## config.mk

```make
export PLATFORM = sky130hd
export DESIGN_NAME = dbg_mem_arbiter
export DESIGN_NICKNAME = d
export VERILOG_FILES = /design/src/rtl/dbg_mem_arbiter.sv
export SDC_FILE = /design/constraint.sdc
export NUM_CORES = 1
export LEC_CHECK = 0
export BUFFER_PORTS_ARGS = -buffer_cell sky130_fd_sc_hd__buf_2
export CAP_MARGIN = 20
export CORE_AREA = 2 2 119 121
export CTS_BUF_LIST = sky130_fd_sc_hd__clkbuf_4 sky130_fd_sc_hd__clkbuf_8
export DETAILED_ROUTE_END_ITERATION = 8
export DIE_AREA = 0 0 121 123
export PLACE_DENSITY_LB_ADDON = 0.15
export SYNTH_ARGS = -nofsm -noshare
export SYNTH_HDL_FRONTEND = slang
export SYNTH_SLANG_ARGS = --single-unit
```

## constraint.sdc

```tcl
create_clock -name clk_i -period 5.1 [get_ports clk_i]
set_clock_uncertainty 0.15 [all_clocks]
set_input_delay 0.765 -clock clk_i [delete_from_list [all_inputs] [get_ports clk_i]]
set_output_delay 0.765 -clock clk_i [all_outputs]
set_load 0.1 [all_outputs]
```

## src/rtl/dbg_mem_arbiter.sv

```systemverilog
// Shares the data-memory port between the core LSU and the debug module.
// Debug accesses stall the core, drain its outstanding requests, then issue one access.
module dbg_mem_arbiter #(
   parameter int unsigned AW      = 32,
   parameter int unsigned DW      = 32,
   parameter int unsigned MAX_OUT = 2,
   parameter int unsigned TIMEOUT = 1024
) (
   input  logic              clk_i,
   input  logic              rst_i,
   input  logic              core_req_i,
   input  logic              core_we_i,
   input  logic [AW-1:0]     core_addr_i,
   input  logic [DW-1:0]     core_wdata_i,
   input  logic [DW/8-1:0]   core_be_i,
   output logic              core_gnt_o,
   output logic              core_rvalid_o,
   output logic [DW-1:0]     core_rdata_o,
   output logic              core_hold_o,
   input  logic              dbg_req_i,
   input  logic              dbg_we_i,
   input  logic [AW-1:0]     dbg_addr_i,
   input  logic [DW-1:0]     dbg_wdata_i,
   output logic              dbg_rvalid_o,
   output logic [DW-1:0]     dbg_rdata_o,
   output logic              dbg_err_o,
   output logic              mem_req_o,
   output logic              mem_we_o,
   output logic [AW-1:0]     mem_addr_o,
   output logic [DW-1:0]     mem_wdata_o,
   output logic [DW/8-1:0]   mem_be_o,
   input  logic              mem_gnt_i,
   input  logic              mem_rvalid_i,
   input  logic [DW-1:0]     mem_rdata_i
);

   localparam int unsigned CW = $clog2(MAX_OUT + 1);
   localparam int unsigned TW = $clog2(TIMEOUT + 1);

   typedef enum logic [2:0] {
      S_CORE,
      S_DRAIN,
      S_DBG_REQ,
      S_DBG_WAIT,
      S_DBG_DONE
   } state_t;

   state_t          r_state;
   logic [CW-1:0]   r_cnt;
   logic [TW-1:0]   r_tmo;
   logic            r_dbg_rvalid;
   logic            r_dbg_err;
   logic [DW-1:0]   r_dbg_rdata;

   logic w_in_core;
   logic w_in_dbg_req;
   logic w_slot;
   logic w_tmo_hit;
   logic w_core_issue;
   logic w_core_acc;
   logic w_core_rsp;
   logic w_dbg_issue;

   assign w_in_core    = (r_state == S_CORE);
   assign w_in_dbg_req = (r_state == S_DBG_REQ);
   assign w_slot       = (r_cnt < CW'(MAX_OUT));
   assign w_tmo_hit    = (r_tmo == TW'(TIMEOUT - 1));
   assign w_core_issue = w_in_core & ~dbg_req_i & core_req_i & w_slot;
   assign w_core_acc   = w_core_issue & mem_gnt_i;
   // The request is withdrawn on the abort cycle so no orphan access is granted.
   assign w_dbg_issue  = w_in_dbg_req & ~w_tmo_hit;
   // Responses only belong to the core while it has something outstanding.
   assign w_core_rsp   = mem_rvalid_i & (w_in_core | (r_state == S_DRAIN)) & (r_cnt != '0);

   assign mem_req_o     = w_core_issue | w_dbg_issue;
   assign mem_we_o      = w_in_dbg_req ? dbg_we_i    : core_we_i;
   assign mem_addr_o    = w_in_dbg_req ? dbg_addr_i  : core_addr_i;
   assign mem_wdata_o   = w_in_dbg_req ? dbg_wdata_i : core_wdata_i;
   assign mem_be_o      = w_in_dbg_req ? '1          : core_be_i;

   assign core_gnt_o    = w_core_acc;
   assign core_rvalid_o = w_core_rsp;
   assign core_rdata_o  = mem_rdata_i;
   assign core_hold_o   = ~w_in_core | dbg_req_i;

   assign dbg_rvalid_o  = r_dbg_rvalid;
   assign dbg_rdata_o   = r_dbg_rdata;
   assign dbg_err_o     = r_dbg_err;

   always_ff @(posedge clk_i or posedge rst_i) begin
      if (rst_i) begin
         r_state      <= S_CORE;
         r_cnt        <= '0;
         r_tmo        <= '0;
         r_dbg_rvalid <= 1'b0;
         r_dbg_err    <= 1'b0;
         r_dbg_rdata  <= '0;
      end else begin
         r_dbg_rvalid <= 1'b0;

         if (w_core_acc && !w_core_rsp) begin
            r_cnt <= r_cnt + CW'(1);
         end else if (!w_core_acc && w_core_rsp) begin
            r_cnt <= r_cnt - CW'(1);
         end

         if (w_in_dbg_req || (r_state == S_DBG_WAIT)) begin
            r_tmo <= r_tmo + TW'(1);
         end

         case (r_state)
            S_CORE: begin
               if (dbg_req_i) begin
                  r_state <= S_DRAIN;
               end
            end
            S_DRAIN: begin
               if ((r_cnt == '0) || ((r_cnt == CW'(1)) && mem_rvalid_i)) begin
                  r_state     <= S_DBG_REQ;
                  r_tmo       <= '0;
                  r_dbg_err   <= 1'b0;
                  r_dbg_rdata <= '0;
               end
            end
            S_DBG_REQ: begin
               if (w_tmo_hit) begin
                  r_state      <= S_DBG_DONE;
                  r_dbg_rvalid <= 1'b1;
                  r_dbg_err    <= 1'b1;
                  r_dbg_rdata  <= '0;
               end else if (mem_gnt_i) begin
                  r_state <= S_DBG_WAIT;
               end
            end
            S_DBG_WAIT: begin
               // A response arriving on the last allowed cycle still wins over the abort.
               if (mem_rvalid_i) begin
                  r_state      <= S_DBG_DONE;
                  r_dbg_rvalid <= 1'b1;
                  r_dbg_rdata  <= dbg_we_i ? '0 : mem_rdata_i;
               end else if (w_tmo_hit) begin
                  r_state      <= S_DBG_DONE;
                  r_dbg_rvalid <= 1'b1;
                  r_dbg_err    <= 1'b1;
                  r_dbg_rdata  <= '0;
               end
            end
            S_DBG_DONE: begin
               if (!dbg_req_i) begin
                  r_state <= S_CORE;
               end
            end
            default: r_state <= S_CORE;
         endcase
      end
   end

endmodule
```

## Word-level counts from Yosys, hierarchy flattened

Index checks and enable logic that the tools add are counted.

- Register bits after elaboration: 50
- Bits in latches: 0
- Memories: 0
- Word-level logic and storage cells: 79
- Bits of input ports: 172
- Bits in writable memories: 0
- Output and inout bits: 139
- Bits in read-only memories: 0

- Shift-type cells: 0
- Eq/ne operators: 12
- Muxes and demuxes: 29
- $mul: 0
- Add/sub/neg operators: 3
- Reduce and logical (&&, ||, !) cells: 15
- Bitwise gates (word level): 13
- Divide/modulo/power cells: 0
- Order comparisons: 1

Operator list:

| kind | number |
|---|---|
| two-way mux 32 bit | 6 |
| case mux 32 bit (3 select lines) | 1 |
| two-way mux 11 bit | 3 |
| two-way mux 3 bit | 7 |
| case mux 3 bit (5 select lines) | 1 |
| adder 11 x 1 -> 11 bit, second input constant | 1 |
| equality test 11 x 10 -> 1 bit, second input constant | 1 |
| AND 1 bit | 7 |
| equality test 3 x 2 -> 1 bit, second input constant | 2 |
| two-way mux 1 bit | 6 |
| != test 2 bit, second input constant | 3 |
| AND reduction 5 bit | 1 |
| two-way mux 2 bit | 2 |
| two-way mux 4 bit | 1 |
| nonzero test 2 bit | 2 |
| equality test 3 x 1 -> 1 bit, second input constant | 1 |
| equality test 3 bit, second input constant | 1 |
| logical AND 1 bit | 3 |
| zero test 3 bit | 1 |
| != test 3 x 2 -> 1 bit, second input constant | 1 |
| != test 3 bit, second input constant | 1 |
| NOT 1 bit | 3 |
| OR 1 bit | 3 |
| case mux 1 bit (3 select lines) | 1 |
| other kinds (12) | 14 |

## Logic depth before layout (Yosys ltp)

- Depth in word-level cells: 9
- Mapped depth: 6
- Gate-level depth less buffers: 6

## Worst setup path after synthesis

Ideal clock, no wire load.

- Path kind: input port to output port
- From: input mem_rvalid_i
- To: output core_rvalid_o
- Arrival time: 1.970 ns
- Path buffers: 0
- Cell stages on the path: 2
- Setup slack: 2.215 ns
- Path through: or4b_2 > inv_1

- Longest elaborated chain between the ends: 2

RTL lines:

| what | line | RTL |
|---|---|---|
| start: declaration | 33 | `input logic mem_rvalid_i,` |
| AND 1 bit (2 in a row) | 73 | `assign w_core_rsp = mem_rvalid_i & (w_in_core \| (r_state == S_DRAIN)) & (r_cnt != '0);` |
| end: declaration | 17 | `output logic core_rvalid_o,` |

No other way between the ends.

## Worst setup path after layout

- From: register r_state[1]
- To: output mem_addr_o[25]

- Longest elaborated chain between the ends: 2

RTL lines:

| what | line | RTL |
|---|---|---|
| start: declaration | 48 | `state_t r_state;` |
| start signal: assignment | 92 | `r_state <= S_CORE;` |
| start signal: assignment | 114 | `r_state <= S_DRAIN;` |
| start signal: assignment | 119 | `r_state <= S_DBG_REQ;` |
| equality test 3 x 2 -> 1 bit | 65 | `assign w_in_dbg_req = (r_state == S_DBG_REQ);` |
| two-way mux 32 bit | 77 | `assign mem_addr_o = w_in_dbg_req ? dbg_addr_i : core_addr_i;` |
| end: declaration | 29 | `output logic [AW-1:0] mem_addr_o,` |

No other way between the ends.

==> impl_results.md <==
* Worst-path clk slew at ~100 ps
* Die width at roughly 120 µm
* Setup TNS at 0 ps
* Fin area at around 0.0054 mm²
* Dpl hpwl at approximately 14000 µm
* DRT Pass-1 Iters at 4
* Sequential fraction of the synthesis area at ~32%
* Initial DRC count at approximately 290
* Post-synth EDFFs at 0
* Max Slew Vio Count at 0
* Setup Fix Bufs, Post-CTS at 0
* Crit path DAT at 2880 ps
* Syn Nets at ~580
* Fin crit period at roughly 3800 ps
* Post-Syn Area at between 0.003 and 0.004 mm²
* Relative slew margins at 38.17%
* Ratio of cells with drive above 1 in the final layout at between 60% and 70%
* Worst R2R Path Depth at 5
* CTS Buf Count at 5
* Hold endpoint: r_cnt[1]
* Synth area leader: dfrtp_1
* First-pass GRT wire length at 24230 µm
* Post-DR vias/cell at around 5
* Ys flop type: dfrtp_1
* Crit Path Class: flop to output port
* Hold Crit Depth at 2
* GRT Total Usage at a little over a fifth
* Post-DR wirelength/cell at around 20 µm
* TritonCTS clock tree: built
* Finished Core Util at approximately two fifths
* Synth unique cells at between 40 and 50
* YS warnings at 0
* Yosys reg bits at 50
* CP Max Fanout at between 60 and 70
* Clock latency on the worst-skew pair at slightly above 300 ps
* Synth top area cells: dfrtp_1 32%, mux2_2 19%, buf_4 7.2%
* H-tree level count at 2
* Syn Inst Count at about 400
* Initial antenna violation count at 9
* GRT overflow at 0
* Die Y at roughly 120 µm
* Crit start category: flop
* Vias in the first global route at ~4k
* Die ar. at 0.01488 mm²
* GPL Wtd Cong at 0.8757
* FF-to-FF setup slack at 2680 ps
* Yosys top cell area share at 32.22%
* Core ar. at ~0.014 mm²
* Hold Buf Count CTS at 0
* Residual DRC at 0
* Most frequent cells in the layout: 310 x buf_2, 65 x mux2_2, 50 x dfrtp_1
* CTS-repair resized insts at 0
* Status: completed
* Via count at between 4k and 5k
* Initial Util at between 20% and 30%
* Syn_area_per_cell at slightly below 10 µm²
* Max Root-Sink Buffers at 2
* Total of max-cap violations at 0
* Port Buffers at 310
* Reg-to-reg startpoint: r_tmo[1]
* Fill cells at between 1k and 1.5k
* Max Clock Freq at between 200 and 300 MHz
* RSZ-0062 raised after global routing: false
* CP required at ~4200 ps
* Number of I/O pins at 311
* # rows at between 40 and 50
* Final setup violation count at 0
* Post-synth ARST share at between 90% and 100%
* Antenna viol nets, final at 0
* Worst-margin pin slew at between 900 and 1000 ps
* Hold Violations, Final at 0
* Most common cell after layout, fill and taps aside: buf_2
* Clock sinks at 50
* HP Start: r_cnt[1]
* Fin crit share at between 70% and 80%
* Clock Tree Root: clkbuf_8
* Final #Nets at 838
* Placed inst area at 0.005323 mm²
* Reg2reg end: dbg_rdata_o[18]
* Final wirelength at 17340 µm
* Hold crit path type: flop to flop
* Largest net degree at the start of global routing at 66
* Layout area overhead at 39.76%
* CP endpoint kind: output port
area by class of cell:
class	count	area (µm²)	area share [%]
antenna	5	12.51	0.2305
clock buffer	5	68.82	1.268
clock inverter	3	23.77	0.4380
inverter	8	30.03	0.5532
multi-input combinational	279	2205	40.62
sequential	50	1251	23.05
tap	180	225.2	4.149
timing repair buffer	318	1612	29.69
cell families (layout without fill, tap and decap cells):
logic type                 count (synthesis)  count (layout)  synth area share (%)
and+or+nand+nor                          110             110                 19.43
AOI/OAI and AO/OA                         94              94                 15.08
buffers and inverters                     73             334                 11.69
muxes                                     68              68                 19.62
DFF                                       50              50                 32.22
adders and majority gates                  4               4                 1.289
xor gates and xnor gates                   3               3                0.6767
other                                      0               5                     0
Yosys cell counts, types with 2 or more instances:
master and count:
nand3b_1 33, o21bai_1 3, o31ai_1 2, buf_4 37
a21oi_1 11, nand3_1 34, mux2i_1 3, clkbuf_1 14
nor4_1 3, dfrtp_1 50, nor2b_1 3, or4_1 2
inv_1 8, o21ai_0 40, nor2_1 2, nand4b_4 2
buf_2 8, mux2_2 65, xor2_1 2, o211ai_1 32
ha_1 4, nand2_1 7, buf_6 4, nand2b_1 6
or3_1 3
per-stage QoR:
stage,setup slack (ps),hold WS (ps),cells
after detailed placement,1617,324.6,835
final,1304,346.1,848
after global routing,1115,384.4,844
after floorplan,2215,303.0,402
after global placement,1690,323.8,835
after CTS,1267,348.6,843
critical path, cell delays in order (launching register included):
cell,delay (ps)
dfrtp_1,700
nand2b_1,260
nor2_4,120
buf_4,630
mux2_2,370
buf_2,460
layer usage:
metal / track usage, % / wire [µm] / vias to the layer above
li1: - / - / 1987
met1: 29.20 / 7127 / 2053
met2: 34.62 / 8202 / 192
met3: 7.749 / 1774 / 17
met4: 3.779 / 197 / 8
met5: 0 / 42 / -
flip-flops by register name (all words and copies together), names as in the netlist:
name and cells:
dbg_rvalid_o 1, r_state 3, dbg_err_o 1, dbg_rdata_o 32, r_tmo 11, r_cnt 2
worst max path at each step:
stage,to,start,cells after the start
final,mem_addr_o[25],r_state[1],5
after CTS,mem_addr_o[28],r_state[1],5
after global placement,mem_addr_o[28],r_state[1],5
after detailed placement,mem_addr_o[28],r_state[1],5
after floorplan,core_rvalid_o,mem_rvalid_i,2
after global routing,mem_addr_o[28],r_state[1],5
Power is left out: the tool's default activity adds up to more than one toggle a clock period on the data nets, which glitch-free logic cannot reach.
